<file path="src/rtl/fifo_pkg.sv">
// fifo_pkg: shared state encoding and word geometry for the FIFO byte-to-word packer.
package fifo_pkg;
    localparam int BYTES_PER_WORD = 4;
    typedef enum logic [1:0] {
        IDLE,
        FILL,
        HOLD
    } state_t;
endpackage

</file>
<file path="src/rtl/fifo_word_packer.sv">
// fifo_word_packer: reads bytes from an upstream FIFO and packs them little-endian
// into 32-bit words, emitting partial words on flush or after an idle timeout.
module fifo_word_packer
    import fifo_pkg::*;
#(
    parameter int TIMEOUT  = 8,
    parameter int MAX_DATA = 16
) (
    input  logic                          clk,
    input  logic                          rst,
    input  logic [$clog2(MAX_DATA+1)-1:0] fifo_count,
    output logic                          fifo_ren,
    input  logic [7:0]                    fifo_rdata,
    input  logic                          flush,
    output logic                          m_valid,
    input  logic                          m_ready,
    output logic [8*BYTES_PER_WORD-1:0]   m_data,
    output logic [BYTES_PER_WORD-1:0]     m_keep
);
    localparam int TW = (TIMEOUT > 0) ? $clog2(TIMEOUT + 1) : 1;
    localparam logic [TW-1:0] TMAX = TW'(TIMEOUT);
    localparam int CW = $clog2(BYTES_PER_WORD + 1);
    localparam int LW = $clog2(BYTES_PER_WORD);
    localparam logic [CW-1:0] LAST = CW'(BYTES_PER_WORD - 1);

    state_t state, nxt;
    logic [CW-1:0] cnt;
    logic [LW-1:0] lane;
    logic [TW-1:0] tcnt;
    logic pend, flush_q, timeout, stop, go_hold, handshake;

    assign lane      = cnt[LW-1:0];
    assign timeout   = (TIMEOUT != 0) && (tcnt == TMAX);
    // once a flush or timeout is pending, no new reads are issued so the word can close
    assign stop      = (state == FILL) && (flush || flush_q || timeout);
    assign go_hold   = stop && !pend;
    assign handshake = (state == HOLD) && m_ready;
    assign m_valid   = (state == HOLD);
    assign fifo_ren  = !rst && (state != HOLD) && (|fifo_count) && !stop &&
                       ((cnt + CW'(pend)) < CW'(BYTES_PER_WORD));

    always_comb begin
        nxt = (state == IDLE) ? (fifo_ren ? FILL : IDLE) :
              (state == FILL) ? ((go_hold || (pend && cnt == LAST)) ? HOLD : FILL) :
              (m_ready ? IDLE : HOLD);
    end

    always_ff @(posedge clk or posedge rst) begin
        if (rst) begin
            state   <= IDLE;
            cnt     <= '0;
            tcnt    <= '0;
            pend    <= 1'b0;
            flush_q <= 1'b0;
            m_data  <= '0;
            m_keep  <= '0;
        end else begin
            state <= nxt;
            pend  <= fifo_ren;
            if (handshake) begin
                cnt     <= '0;
                tcnt    <= '0;
                flush_q <= 1'b0;
                m_data  <= '0;
                m_keep  <= '0;
            end else begin
                flush_q <= (state == FILL) && (flush || flush_q) && (nxt == FILL);
                if (pend) begin
                    m_data[8*lane +: 8] <= fifo_rdata;
                    m_keep[lane]        <= 1'b1;
                    cnt                 <= cnt + 1'b1;
                    tcnt                <= '0;
                end else if (state == FILL && tcnt != TMAX) begin
                    tcnt <= tcnt + 1'b1;
                end
            end
        end
    end
endmodule

</file>
<file path="config.mk">
export PLATFORM = sky130hd
export DESIGN_NAME = fifo_word_packer
export DESIGN_NICKNAME = d
export VERILOG_FILES = /design/src/rtl/fifo_pkg.sv /design/src/rtl/fifo_word_packer.sv
export SDC_FILE = /design/constraint.sdc
export NUM_CORES = 1
export LEC_CHECK = 0
export ABC_AREA = 1
export BUFFER_PORTS_ARGS = -buffer_cell sky130_fd_sc_hd__buf_2
export CAP_MARGIN = 15
export CORE_UTILIZATION = 53
export CTS_BUF_LIST = sky130_fd_sc_hd__clkbuf_16
export CTS_CLUSTER_SIZE = 30
export DETAILED_ROUTE_END_ITERATION = 16
export GPL_TIMING_DRIVEN = 0
export PLACE_DENSITY = 0.79
export SLEW_MARGIN = 20
export SYNTH_ARGS = -nofsm -noshare
export SYNTH_HDL_FRONTEND = slang
export SYNTH_SLANG_ARGS = --single-unit
</file>
<file path="constraint.sdc">
create_clock -name clk -period 1.71 [get_ports clk]
set_input_delay 0.342 -clock clk [delete_from_list [all_inputs] [get_ports clk]]
set_output_delay 0.342 -clock clk [all_outputs]
set_load 0.01 [all_outputs]
</file>
* Yosys cells after proc, flatten, opt, wreduce, memory -nomap -nowiden
Cells that the tools add are included.
** Storage, ports and cells
- Register bits after elaboration :: 47
- Bits in latches :: 0
- Memory bits (writable) :: 0
- Bits in read-only memories :: 0
- Output and inout port bits :: 38
- Memories :: 0
** Operators by class
- Add/sub/neg operators :: 4
- Multiply operators :: 0
- Div/mod/pow operators :: 0
- $lt $le $gt $ge :: 3
- Equal/unequal tests :: 7
- Shift operators :: 2
- Mux-type cells :: 18
- Bitwise gates (word level) :: 1
- Reduce and logical (&&, ||, !) cells :: 22
** Operators with widths (number)
- $mux W32 :: 2
- $neg A5 Y34 :: 1
- $shift A8 B34 Y32 const A :: 1
- $shiftx A8 B34 Y32 :: 1
- $bwmux W32 :: 1
- $mux W4 :: 5
- $logic_and A1 B1 Y1 :: 12
- $mux W2 :: 4
- $mux W3 :: 2
- $reduce_or A5 Y1 :: 1
- $add A4 B1 Y4 const B :: 1
- $eq A2 B1 Y1 const B :: 2
- $eq A4 B4 Y1 const B :: 1
- $ne A4 B4 Y1 const B :: 1
- $or A4 B4 Y4 :: 1
- $add A3 B1 Y3 :: 1
- $add A3 B1 Y3 const B :: 1
- $eq A3 B2 Y1 const B :: 1
- $logic_not A1 Y1 :: 3
- $logic_or A1 B1 Y1 :: 3
- $lt A2 B3 Y1 const B :: 1
- $lt A3 B3 Y1 const B :: 1
- $mux W1 :: 3
- $reduce_bool A3 Y1 :: 1
- 6 further kinds :: 6

* Depth between registers and ports, before layout
Gate-level depths: netlist of run 1.
- Word-level depth :: 11
- Gate-level depth with buffers :: 8

* Least setup slack after synthesis of run 1
OpenSTA, ideal clock, no wires.
- Kind :: register -> register
- From :: reg cnt[0]
- To :: reg m_data[17]
- Setup time :: 0.074 ns
- Arrival time :: 1.385 ns
- Data required time :: 1.636 ns
- Slack :: 0.251 ns
- Stages on the path, launching flop included :: 8
- Path buffers :: 0
- Clock period less this slack :: 1.459 ns
- Cell sequence :: dfrtp_1 > inv_2 > ha_1 > nand2_1 > inv_1 > nand3b_1 > or2_4 > o21ai_2
** Between the ends
- Cells in the longest elaborated chain, start to end :: 5
** Ends and longest elaborated chain
- start: declaration :: RTL line fifo_word_packer.sv:27 : logic [CW-1:0] cnt;
- start signal: assignment :: RTL line fifo_word_packer.sv:71 : cnt <= cnt + 1'b1;
- $neg A5 Y34 * :: RTL line fifo_word_packer.sv:69 : m_data[8*lane +: 8] <= fifo_rdata;
- $shiftx A8 B34 Y32 / $shift A8 B34 Y32 (equally long branches) :: RTL line fifo_word_packer.sv:69
- $bwmux W32 * :: RTL line fifo_word_packer.sv:69
- $mux W32 * :: RTL line fifo_word_packer.sv:68 : if (pend) begin
- $mux W32 * :: RTL line fifo_word_packer.sv:60 : if (handshake) begin
- end signal: indexed assignment :: RTL line fifo_word_packer.sv:69
- end: declaration :: RTL line fifo_word_packer.sv:17 : output logic [8*BYTES_PER_WORD-1:0] m_data,
Mark *: on every way between the ends. The rest lies on a longest branch, timed or not. The select of a mux whose other input is x is not followed.
A chain may end at the register's enable or synchronous reset.

* Final worst setup path of run 1
- From :: reg tcnt[0]
- To :: out fifo_ren
** Between the ends
- Cells in the longest elaborated chain, start to end :: 6
** Ends and longest elaborated chain
- start: declaration :: RTL line fifo_word_packer.sv:29 : logic [TW-1:0] tcnt;
- start signal: assignment :: RTL line fifo_word_packer.sv:74 : tcnt <= tcnt + 1'b1;
- $eq A4 B4 Y1 :: RTL line fifo_word_packer.sv:33 : assign timeout = (TIMEOUT != 0) && (tcnt == TMAX);
- $logic_or A1 B1 Y1 :: RTL line fifo_word_packer.sv:35 : assign stop = (state == FILL) && (flush || flush_q || timeout);
- $logic_and A1 B1 Y1 :: RTL line fifo_word_packer.sv:35
- $logic_not A1 Y1 :: RTL line fifo_word_packer.sv:39 : assign fifo_ren = !rst && (state != HOLD) && (|fifo_count) && !stop &&
- $logic_and A1 B1 Y1 (2 in a row) :: RTL line fifo_word_packer.sv:39
- end: declaration :: RTL line fifo_word_packer.sv:12 : output logic fifo_ren,
No other way between the ends.

==> impl_summary.txt, run 1 <==
----------------------------------------------------
[Logic synthesis]
  Count of flip-flops with a built-in enable after synthesis ... 0
  Simple logic cell fraction of the synthesized area ... 0.232
  Total nets after synthesis ... between 200 and 300
  Async set-or-reset flop fraction in the synthesized netlist ... 1.00
  Synth cell types ... 25
  Count of warnings emitted by yosys ... 0
  Commonest register cell after synthesis ... sky130_fd_sc_hd__dfrtp_1
  Compound-gate portion of the synthesized area ... 0.120
  Synth top area share ... 0.520
  Portion of netlist area occupied by mux cells ... 0
  Largest area contributor in the synthesized netlist ... sky130_fd_sc_hd__dfrtp_1
  Post-synthesis xor/xnor area fraction ... 0
  Mapped cell area ... between 2000 and 2500 µm²
  Most area-consuming cells after synthesis ... sky130_fd_sc_hd__dfrtp_1, sky130_fd_sc_hd__nand3_1, sky130_fd_sc_hd__nand2_1, sky130_fd_sc_hd__inv_1, sky130_fd_sc_hd__o21ai_0
  Dominant combinational cell family by area after synthesis ... simple AND/OR/NAND/NOR gates
  Post-Synthesis Cells ... around 260
  Flop and latch count out of synthesis ... 47
  Adder-cell share of the synthesized area ... 0.0443
  Cell with the most instances after synthesis ... sky130_fd_sc_hd__dfrtp_1
  Commonest cells in the synthesized netlist ... sky130_fd_sc_hd__dfrtp_1, sky130_fd_sc_hd__nand2_1, sky130_fd_sc_hd__inv_1, sky130_fd_sc_hd__nand3_1, sky130_fd_sc_hd__o21ai_0
  Average cell area after synthesis ... 8.76 µm²
  Proportion of synthesized chip area in sequential cells ... 0.520

[Placement]
  Instance area at placement ... about 2600 µm²
  Routability-driven placement congestion ratio ... 0.824
  Post-Place Worst Slack ... 0.0315 ns
  Number of port buffers ... 54
  Half-perimeter wire length after detailed placement ... 3.53 mm

[Floorplan]
  Placement Rows ... 23
  Die Height ... 67.3 µm
  DIE WIDTH ... 67.3 µm
  I/O pin total ... 55
  Area of the die ... 4530 µm²
  Total core area ... 4060 µm²
  Starting utilization of the core area ... 0.557

[Pwr]
  Power per Cell Area ... 1490 nW/µm²
  Peak ir drop on the vdd network ... 0.000727 V
  Leak Pwr ... 1.60 nW
  Tot Pwr ... 0.00439 W

[Critical path]
  Crit path kind ... flop to primary output
  Required time of the critical path ... 1.37 ns
  Most frequent cell on the critical path ... sky130_fd_sc_hd__nand3_2
  Critical path startpoint ... tcnt[0]$_DFFE_PP0P_
  Setup crit end ... fifo_ren
  Slowest cell delay on critical path ... 0.40 ns
  Critical path cell sequence ... inv_2 > ha_4 > nand3_2 > nand3_2 > nand2_2 > and2_4 > buf_6
  Worst Setup End Kind ... primary output
  Internal reg-to-reg setup slack ... 0.06 ns
  End of the worst register-to-register path ... tcnt[3]$_DFFE_PP0P_
  Origin of the critical flop-to-flop path ... tcnt[0]$_DFFE_PP0P_
  Maximum fanout along the worst path ... 2
  Arrival time worst endpoint ... 1.39 ns
  Type of origin of the critical path ... flop
  Critical Path Slowest Stage Cell ... sky130_fd_sc_hd__dfrtp_1
  Worst R2R Path Depth ... 12

[Cells and area]
  Relative area change from synthesis to final layout ... 30.3%
  Multi-input gate area ... 948 µm²
  Share of post-route cells with drive strength above 1 ... 0.359
  Number of inserted diodes ... 0
  Final std cell area, no fill ... 2940 µm²
  Share of the core filled with cells in the final layout ... 0.726
  Sequential Area ... 1180 µm²
  Fillers ... 295
  Net count of the finished layout ... roughly 360

[Route]
  Number of vias after detailed routing ... 2035
  Via/cell ratio ... 5.26
  Final Routed Wirelength ... 5.32 mm
  Count of routing violations after the opening detailed-route iteration ... 150
  Number of detailed-routing iterations run before antenna repair ... 4
  WL per Instance ... 13.7 µm
  # DRC ... 0
  Post-route antenna net violation count ... 0

[Run status]
  Run status ... finished with violations
  Failing checks ... negative setup slack

[Timing]
  Setup WS post-layout ... -0.0216 ns
  Worst slew slack as a fraction of its limit ... 0.739
  Smallest hold slack ... between 0.04 and 0.05 ns
  Slew Limit Fails ... 0
  Shortest period the worst path allows ... 1.73 ns
  Clock Skews ... 0.00442 ns
  Highest attainable clock frequency ... 578 MHz
  # setup viols final ... 1
  Slew at the pin closest to its max-slew limit ... 0.390 ns
  Ratio of final minimum period to clock period ... 1.01
  Setup repair after global routing missed its margin ... yes
  Hold violation total from the final report ... 0

[CTS]
  CTS sink count ... 47
  Total clock buffers created by CTS ... 5
  H-tree levels ... 2
  CTS tree ... done
  Hold bufs inserted after CTS ... 0
  Clock tree root driver cell ... sky130_fd_sc_hd__clkbuf_16
  Clk slew on worst S/H paths ... 0.06 ns
  Clock latency on the worst-skew pair ... 0.29 ns
  Number of buffers on the longest clock path ... 2

[Global route]
  Initial antenna violation count ... 0
  First-pass GRT wire length ... just over 8 mm
  Total global-route track usage ... 0.248
  Vias in the first global route ... 1834
  Total gr overflow ... 0
  Pin count of the biggest net entering global routing ... 31

[Min path]
  Min-delay worst type ... input pin to async pin

[Run]
  Max Cap Violations ... 0

----------------------------------------------------
## kinds of logic after synthesis
family | Yosys count
and+or+nand+nor | 109
buffers and inverters | 48
DFF | 47
AOI/OAI and AO/OA | 46
adders and majority gates | 8
## worst max-delay path, delay by kind of cell, from the launching register on
kind	cells	cell delay, ns
flip-flops	1	0.40
AND/OR/NAND/NOR	4	0.38
buffers and inverters	2	0.20
adder cells (fa/ha/maj)	1	0.13
## final cells by class
type	instances	area share
repair buffers	71	0.142
flip-flops and latches	47	0.401
inverters	44	0.0561
plain buffers	4	0.00892
clock buffers	5	0.0425
well taps	50	0.0212
multi-input cells	163	0.322
clock inverters	3	0.00680
## report_power, final
| group | leakage [nW] | switching [W] | internal (W) |
|---|---|---|---|
| combinational | 0.900 | 0.00112 | 0.000731 |
| sequential | 0.633 | 0.000192 | 0.00139 |
| clock | 0.0674 | 0.000416 | 0.000539 |
| total | 1.60 | 0.00172 | 0.00266 |
## routing by layer
layer,wire (µm),vias up,global-route usage
met3,247,10,0.0456
met4,95,0,0.117
li1,-,989,-
met2,2540,57,0.375
met5,0,-,0
met1,2440,979,0.342
## sequential cells by signal (all words and copies together), names as in the netlist
register	flops
state	2
cnt	3
pend	1
m_data	32
flush_q	1
tcnt	4
m_keep	4
## how the worst min path moves through the flow
stage                           start                     end  cells after the start
2_1_floorplan       flush_q$_DFF_PP0_       flush_q$_DFF_PP0_                      2
3_3_place_gp   m_data[23]$_DFFE_PP0P_  m_data[23]$_DFFE_PP0P_                      2
4_1_cts                           rst       flush_q$_DFF_PP0_                      2
5_1_grt                           rst     tcnt[0]$_DFFE_PP0P_                      2
6_report                          rst       flush_q$_DFF_PP0_                      2
3_5_place_dp                      rst       flush_q$_DFF_PP0_                      2
## cell usage in the layout, fill, tap and decap left out, drive strengths merged
cell and instances:
nand4 2, and2 1, clkinv 2, o21bai 1, ha 8, nand3 39, inv 44, a22oi 1
o21ai 38, a21oi 2, nand2 48, nor2 17, a21boi 1, o21a 2, nand3b 1, clkbuf 5
buf 75, a211oi 1, clkinvlp 1, or2 1, dfrtp 47
## per-stage QoR
| step | TNS [ns] | instances |
|---|---|---|
| 2_1_floorplan | 0 | 258 |
| 3_3_place_gp | -16.09 | 362 |
| 3_5_place_dp | 0 | 363 |
| 4_1_cts | -0.00325 | 385 |
| 5_1_grt | -0.0749 | 387 |
| 6_report | -0.0216 | 387 |
## what timing repair did
action / in CTS / in global routing
gates cloned: 0 / 0
gates resized for setup: 13 / 9
setup endpoints to repair: 2 / 8
buffers inserted: 14 / 2
pin swaps: 2 / 5
Note: power is estimated with default switching activity, not from simulation.
==> run 2: changes to the inputs <==
- SETUP_SLACK_MARGIN: unset -> 0.1
==> run 2 against run 1 <==
Compared with the run above: the run still ends with negative setup slack left; routed wire length up 5.8%; global-route usage unchanged; hold slack better by 0.011 ns; via count up 2.2%; sequential share of layout area down 0.93 points; final cell count up 0.78%; maximum frequency up 0.23%; sequential cell count unchanged; die area unchanged; clock power up 0.9%; total power up 3.8%; critical path type unchanged; critical endpoint unchanged; largest cell class unchanged; highest routed layer unchanged.
==> impl_summary.txt, run 2 (synthesis gave the netlist of run 1 again) <==
----------------------------------------------------
[Pwr]
  Tot Pwr ... 0.00455 W (+3.8%)
  Comb power frac ... 0.440 (+0.019)
  Internal Power ... 0.00274 W (+3.0%)
  Sequential group share of total power ... 0.349 (-0.012)
  NetSw ... 0.00181 W (+5.2%)
  Part of the power in the clock network ... 0.212 (-0.006)
  Switching part of the total power ... 0.398 (+0.00515)
  Peak ir drop on the vdd network ... 0.000772 V (+6.3%)
  Power per Cell Area ... 1510 nW/µm² (+1.4%)
  Leak Pwr ... 1.62 nW (+1.1%)

[Floorplan]
  Placement Rows ... 23 (unchanged)
  I/O pin total ... 55 (unchanged)
  Die Height ... 67.3 µm (unchanged)
  Total core area ... 4060 µm² (unchanged)
  DIE WIDTH ... 67.3 µm (unchanged)
  Starting utilization of the core area ... 0.557 (unchanged)
  Area of the die ... 4530 µm² (unchanged)

[Critical path]
  Arrival time worst endpoint ... 1.39 ns (about the same)
  Required time of the critical path ... 1.37 ns (about the same)
  Maximum fanout along the worst path ... 6 (+4)
  Crit path kind ... flop to primary output
  Type of origin of the critical path ... flop
  Critical Path Slowest Stage Cell ... sky130_fd_sc_hd__dfrtp_2
  Critical path cell sequence ... buf_4 > nor2_4 > nand2_2 > and2_4 > buf_6
  Worst Setup End Kind ... primary output
  Slowest cell delay on critical path ... 0.42 ns (+0.02 ns)

[CTS]
  CTS tree ... done
  Hold bufs inserted after CTS ... 0 (unchanged)
  Clk slew on worst S/H paths ... 0.06 ns (about the same)
  CTS sink count ... 47 (unchanged)
  Clock latency on the worst-skew pair ... 0.29 ns (about the same)
  Total clock buffers created by CTS ... 5 (unchanged)
  Number of buffers on the longest clock path ... 2 (unchanged)
  H-tree levels ... 2 (unchanged)
  Clock tree root driver cell ... sky130_fd_sc_hd__clkbuf_16

[Cells and area]
  Max reg flops ... 32 (unchanged)
  Number of cells in the finished layout apart from fillers ... 390 (+0.78%)
  Leading cell type in the layout, fill and taps excluded ... sky130_fd_sc_hd__buf_2
  Number of inserted diodes ... 0 (unchanged)
  Relative area change from synthesis to final layout ... 33.4%
  Highest-count cells in the layout ignoring fill and taps ... sky130_fd_sc_hd__buf_2, sky130_fd_sc_hd__dfrtp_1, sky130_fd_sc_hd__nand2_1
  Fillers ... 280 (-5.1%)
  Biggest registers after layout ... m_data: 32 flops, m_keep: 4 flops, tcnt: 4 flops
  Register with the most flip-flops ... m_data
  Share of post-route cells with drive strength above 1 ... 0.376 (+0.0174)
  Net count of the finished layout ... 364 (+0.83%)

[Timing]
  Worst slew slack as a fraction of its limit ... 0.739 (about the same)
  Setup repair after global routing missed its margin ... yes
  Ratio of final minimum period to clock period ... 1.01 (-0.00227)
  Shortest period the worst path allows ... 1.73 ns (-0.00389 ns)
  Slew Limit Fails ... 0 (unchanged)
  Slew at the pin closest to its max-slew limit ... 0.391 ns (+0.000396 ns)
  Clock Skews ... 0.00320 ns (-0.00122 ns)
  Hold violation total from the final report ... 0 (unchanged)
  Setup total negative slack ... -0.0177 ns (+0.00389 ns)
  Highest attainable clock frequency ... 579 MHz (+0.23%)
  Setup WS post-layout ... -0.0177 ns (+0.00389 ns)
  # setup viols final ... 1 (unchanged)

[Placement]
  Post-Place Worst Slack ... 0.0315 ns (unchanged)
  Number of port buffers ... 54 (unchanged)
  Half-perimeter wire length after detailed placement ... 3.53 mm (unchanged)
  Placed Cells ... 363 (unchanged)
  Routability-driven placement congestion ratio ... 0.824 (unchanged)

[Min path]
  Min-delay worst type ... input pin to async pin

[Route]
  Final Routed Wirelength ... 5.63 mm (+5.8%)
  Count of routing violations after the opening detailed-route iteration ... 178 (+19%)
  Via/cell ratio ... 5.33 (+1.4%)
  Number of detailed-routing iterations run before antenna repair ... 5 (+1)
  # DRC ... 0 (unchanged)
  Number of vias after detailed routing ... 2080 (+2.2%)
  Post-route antenna net violation count ... 0 (unchanged)
  WL per Instance ... 14.4 µm (+5.0%)

[Global route]
  Total gr overflow ... 0 (unchanged)
  Pin count of the biggest net entering global routing ... 31 (unchanged)
  Initial antenna violation count ... 0 (unchanged)
  Total global-route track usage ... 0.248 (unchanged)
  Vias in the first global route ... 1834 (unchanged)
  First-pass GRT wire length ... 8.25 mm (unchanged)

[Run status]
  Failing checks ... negative setup slack
  Run status ... finished with violations

[Run]
  Max Cap Violations ... 0 (unchanged)

----------------------------------------------------
-- run 2: cell types whose count changed in the layout (fill, tap and decap cells not counted) --
cell / previous run / this run
sky130_fd_sc_hd__buf_4: 16 / 19
sky130_fd_sc_hd__nand3_1: 35 / 32
sky130_fd_sc_hd__o21ai_0: 23 / 20
sky130_fd_sc_hd__o21ai_1: 8 / 11
sky130_fd_sc_hd__nand3_4: 2 / 4
sky130_fd_sc_hd__ha_1: 7 / 6
sky130_fd_sc_hd__ha_4: 1 / 2
sky130_fd_sc_hd__nand3_2: 2 / 3
sky130_fd_sc_hd__nor2_2: 3 / 2
sky130_fd_sc_hd__nor2_4: 3 / 4
-- run 2: path summary, 6_finish.rpt --
check	end	depth (start not counted)	slack, ns	startpoint
setup / recovery	fifo_ren	5	-0.02	state[1]$_DFF_PP0_
hold / removal	tcnt[1]$_DFFE_PP0P_	2	0.06	rst
setup reg to reg	tcnt[3]$_DFFE_PP0P_	12	0.09	tcnt[0]$_DFFE_PP0P_
hold reg to reg	m_data[21]$_DFFE_PP0P_	2	0.48	m_data[21]$_DFFE_PP0P_
max in group asynchronous	cnt[1]$_DFFE_PP0P_	3	1.15	rst
min in group clk	m_data[2]$_DFFE_PP0P_	3	0.32	fifo_rdata[2]
-- run 2: metal layers --
metal	wire length, µm	part of all wire	vias to the layer above	track usage
li1	-	-	997	-
met1	2510	0.45	1001	0.342
met2	2750	0.49	72	0.375
met3	282	0.050	10	0.0456
met4	89	0.016	0	0.117
met5	0	0	-	0
-- run 2: worst max-delay path: cells and delay by family, from the launching register on --
kind          cells  cell delay [ns]
simple gates      3             0.42
flops             1             0.42
buf+inv           2             0.26
-- run 2: final cells by class --
cell class                      count  area, µm²  area share
Sequential cell                    47       1180       0.391
Clock buffer                        5        125      0.0415
Timing Repair Buffer               74        439       0.146
Buffer                              4       26.3     0.00872
Multi-Input combinational cell    163        996       0.330
Clock inverter                      3       20.0     0.00664
Tap cell                           50       62.6      0.0208
Inverter                           44        165      0.0548
-- run 2: what timing repair did --
| item | in CTS | in global routing |
|---|---|---|
| setup endpoints to repair | 16 | 28 |
| resized for setup | 13 | 20 |
| pin swaps | 3 | 7 |
| buffers inserted | 14 | 5 |
| endpoints found under the hold margin | 0 | 0 |
-- run 2: power by group through the flow --
stage | sequential (W) | clock [W] | combinational [W]
after floorplan | 0.00167 | 0 | 0.000980
after global placement | 0.00159 | 0 | 0.00150
after detailed placement | 0.00159 | 0 | 0.00154
after CTS | 0.00157 | 0.000964 | 0.00174
after global routing | 0.00162 | 0.00101 | 0.00220
final | 0.00159 | 0.000964 | 0.00200
-- run 2: stage by stage --
stage | area (µm²) | hold slack, ns | util
after global placement | 2590 | 0.461 | 0.639
after detailed placement | 2610 | 0.357 | 0.644
after CTS | 2900 | 0.0506 | 0.716
final | 3010 | 0.0578 | 0.743
after global routing | 3010 | 0.0952 | 0.743
after floorplan | 2260 | 0.481 | -
==> run 3: changes to the inputs <==
- CORE_MARGIN: unset -> 2
==> run 3 against run 2 <==
Compared with the run above: the flow still finishes with violations (negative setup slack); final area rose by 0.54%; non-clock buffer count rose by 2; sequential share of layout area fell by 0.21 points; clock power barely moved; critical path depth rose by 2; register-to-register slack got worse by 0.11 ns; sequential power barely moved; largest cell class unchanged.
==> impl_summary.txt, run 3 (synthesis gave the netlist of run 1 again) <==
----------------------------------------------------
[Run status]
  Run status ... finished with violations
  Failing checks ... negative setup slack

[Route]
  Post-route antenna net violation count ... 0 (unchanged)
  # DRC ... 0 (unchanged)
  WL per Instance ... 15.1 µm (+4.4%)
  Via/cell ratio ... 5.34 (about the same)
  Count of routing violations after the opening detailed-route iteration ... 171 (-3.9%)
  Number of vias after detailed routing ... 2092 (+0.58%)
  Number of detailed-routing iterations run before antenna repair ... 4 (-1)
  Final Routed Wirelength ... 5.91 mm (+4.9%)

[Timing]
  Setup repair after global routing missed its margin ... yes
  Shortest period the worst path allows ... 1.79 ns (+0.0617 ns)
  Setup total negative slack ... -0.0991 ns (-0.0814 ns)
  Slew at the pin closest to its max-slew limit ... 0.569 ns (+0.179 ns)
  Hold violation total from the final report ... 0 (unchanged)
  Slew Limit Fails ... 0 (unchanged)
  Ratio of final minimum period to clock period ... 1.05 (+0.0361)
  Clock Skews ... 0.00591 ns (+0.00270 ns)
  Highest attainable clock frequency ... 559 MHz (-3.4%)
  Worst slew slack as a fraction of its limit ... 0.620 (-0.119)
  Setup WS post-layout ... -0.0794 ns (-0.0617 ns)
  # setup viols final ... 2 (+1)

[Cells and area]
  Net count of the finished layout ... 366 (+0.55%)
  Biggest registers after layout ... m_data: 32 flops, m_keep: 4 flops, tcnt: 4 flops
  Final std cell area, no fill ... 3030 µm² (+0.54%)
  Share of post-route cells with drive strength above 1 ... 0.386 (+0.00949)
  Relative area change from synthesis to final layout ... 34.1%
  Highest-count cells in the layout ignoring fill and taps ... sky130_fd_sc_hd__buf_2, sky130_fd_sc_hd__dfrtp_1, sky130_fd_sc_hd__nand2_1
  Fillers ... 283 (+1.1%)
  Leading cell type in the layout, fill and taps excluded ... sky130_fd_sc_hd__buf_2
  Max reg flops ... 32 (unchanged)
  Register with the most flip-flops ... m_data
  Number of inserted diodes ... 0 (unchanged)

[CTS]
  CTS sink count ... 47 (unchanged)
  CTS tree ... done
  Clk slew on worst S/H paths ... 0.06 ns (about the same)
  H-tree levels ... 2 (unchanged)
  Number of buffers on the longest clock path ... 2 (unchanged)
  Clock tree root driver cell ... sky130_fd_sc_hd__clkbuf_16
  Hold bufs inserted after CTS ... 0 (unchanged)
  Clock latency on the worst-skew pair ... 0.29 ns (about the same)
  Total clock buffers created by CTS ... 5 (unchanged)

[Floorplan]
  I/O pin total ... 55 (unchanged)
  Starting utilization of the core area ... 0.557 (unchanged)
  Placement Rows ... 23 (unchanged)
  Total core area ... 4060 µm² (unchanged)
  DIE WIDTH ... 69.3 µm (+3.0%)
  Die Height ... 69.3 µm (+3.0%)
  Area of the die ... 4800 µm² (+6.0%)

[Critical path]
  Critical Path Slowest Stage Cell ... sky130_fd_sc_hd__dfrtp_1
  Worst Setup End Kind ... primary output
  Bufs and invs on worst path ... 2 (unchanged)
  Internal reg-to-reg setup slack ... -0.02 ns (-0.11 ns)
  Setup crit end ... fifo_ren
  Arrival time worst endpoint ... 1.45 ns (+0.06 ns)
  Crit path kind ... flop to primary output
  Worst R2R Path Depth ... 12 (unchanged)
  Top Family by Delay on Critical Path ... simple AND/OR/NAND/NOR gates
  Critical path depth ... 7 (+2)
  Slowest cell delay on critical path ... 0.39 ns (-0.03 ns)
  Required time of the critical path ... 1.37 ns (about the same)
  Type of origin of the critical path ... flop
  Critical path startpoint ... tcnt[0]$_DFFE_PP0P_
  Origin of the critical flop-to-flop path ... tcnt[0]$_DFFE_PP0P_
  Maximum fanout along the worst path ... 2 (-4)
  End of the worst register-to-register path ... state[1]$_DFF_PP0_
  Critical path cell sequence ... inv_2 > ha_4 > nand3_4 > nand3_2 > nand2_2 > and2_4 > buf_6

[Pwr]
  Peak ir drop on the vdd network ... 0.000783 V (+1.5%)
  Leak Pwr ... 1.63 nW (+0.75%)
  Power per Cell Area ... 1500 nW/µm² (-0.46%)

[Placement]
  Half-perimeter wire length after detailed placement ... 3.72 mm (+5.4%)
  Routability-driven placement congestion ratio ... 0.805 (-2.3%)
  Instance area at placement ... 2620 µm² (+0.29%)
  Number of port buffers ... 54 (unchanged)

[Global route]
  Vias in the first global route ... 2049 (+12%)
  First-pass GRT wire length ... 9.52 mm (+15%)
  Total global-route track usage ... 0.251 (+0.00315)
  Initial antenna violation count ... 0 (unchanged)
  Total gr overflow ... 0 (unchanged)
  Pin count of the biggest net entering global routing ... 26 (-16%)

[Run]
  Max Cap Violations ... 0 (unchanged)

[Min path]
  Min-delay worst type ... input pin to async pin

----------------------------------------------------
-- run 3: changes by cell type in the layout (fill, tap and decap cells not counted), sizes merged --
cell and change:
buf +2
-- run 3: power breakdown --
part	leakage, nW	internal [W]	total, W	switching [W]
Sequential	0.633	0.00139	0.00159	0.000197
Clock	0.0674	0.000539	0.000962	0.000423
Combinational	0.930	0.000807	0.00201	0.00120
Total	1.63	0.00274	0.00456	0.00182
-- run 3: through the flow --
step / hold WS (ns) / utilization / total power (W) / instances / worst slack (ns)
floorplan: 0.481 / - / 0.00265 / 258 / 0.251
global placement: 0.462 / 0.639 / 0.00308 / 362 / -0.360
detailed placement: 0.440 / 0.646 / 0.00314 / 363 / 0.0636
CTS: 0.136 / 0.726 / 0.00432 / 389 / 0.0185
global route: 0.183 / 0.747 / 0.00483 / 392 / -0.125
finish: 0.119 / 0.747 / 0.00456 / 392 / -0.0794
-- run 3: cell type report --
cell class / count / area [µm²] / area share
Inverter: 44 / 168 / 0.0553
Clock buffer: 5 / 125 / 0.0413
Multi-Input combinational cell: 163 / 987 / 0.326
Sequential cell: 47 / 1180 / 0.389
Timing Repair Buffer: 76 / 462 / 0.152
Tap cell: 50 / 62.6 / 0.0206
Buffer: 4 / 26.3 / 0.00867
Clock inverter: 3 / 20.0 / 0.00661
-- run 3: worst min-delay path by stage --
stage	start	endpoint	depth (start not counted)	slack [ns]
detailed placement	rst	flush_q$_DFF_PP0_	2	0.44
CTS	rst	flush_q$_DFF_PP0_	2	0.14
global route	rst	state[0]$_DFF_PP0_	2	0.18
floorplan	flush_q$_DFF_PP0_	flush_q$_DFF_PP0_	2	0.48
finish	rst	state[0]$_DFF_PP0_	2	0.12
global placement	m_data[23]$_DFFE_PP0P_	m_data[23]$_DFFE_PP0P_	2	0.46
-- run 3: what timing repair did --
| action | 4_1_cts | 5_1_grt |
|---|---|---|
| setup endpoints to repair | 20 | 39 |
| setup buffers | 18 | 3 |
| pin swaps | 3 | 8 |
| gates resized for setup | 14 | 21 |
-- run 3: worst reg2reg max path, cell delays in order, from the launching register on --
cell and delay [ns]:
sky130_fd_sc_hd__dfrtp_1 0.36, sky130_fd_sc_hd__inv_2 0.06, sky130_fd_sc_hd__ha_4 0.17, sky130_fd_sc_hd__nand3_4 0.07, sky130_fd_sc_hd__nand3_2 0.10, sky130_fd_sc_hd__buf_4 0.14
sky130_fd_sc_hd__buf_4 0.12, sky130_fd_sc_hd__buf_4 0.12, sky130_fd_sc_hd__buf_4 0.12, sky130_fd_sc_hd__buf_4 0.13, sky130_fd_sc_hd__nand2_4 0.06, sky130_fd_sc_hd__nand2_4 0.06
sky130_fd_sc_hd__o21a_1 0.12
-- run 3: routing by layer --
| layer | wire length, µm | GRT usage | vias up |
|---|---|---|---|
| li1 | - | - | 1002 |
| met1 | 2550 | 0.339 | 1007 |
| met2 | 2940 | 0.405 | 76 |
| met3 | 318 | 0.0378 | 7 |
| met4 | 101 | 0.105 | 0 |
| met5 | 0 | 0 | - |
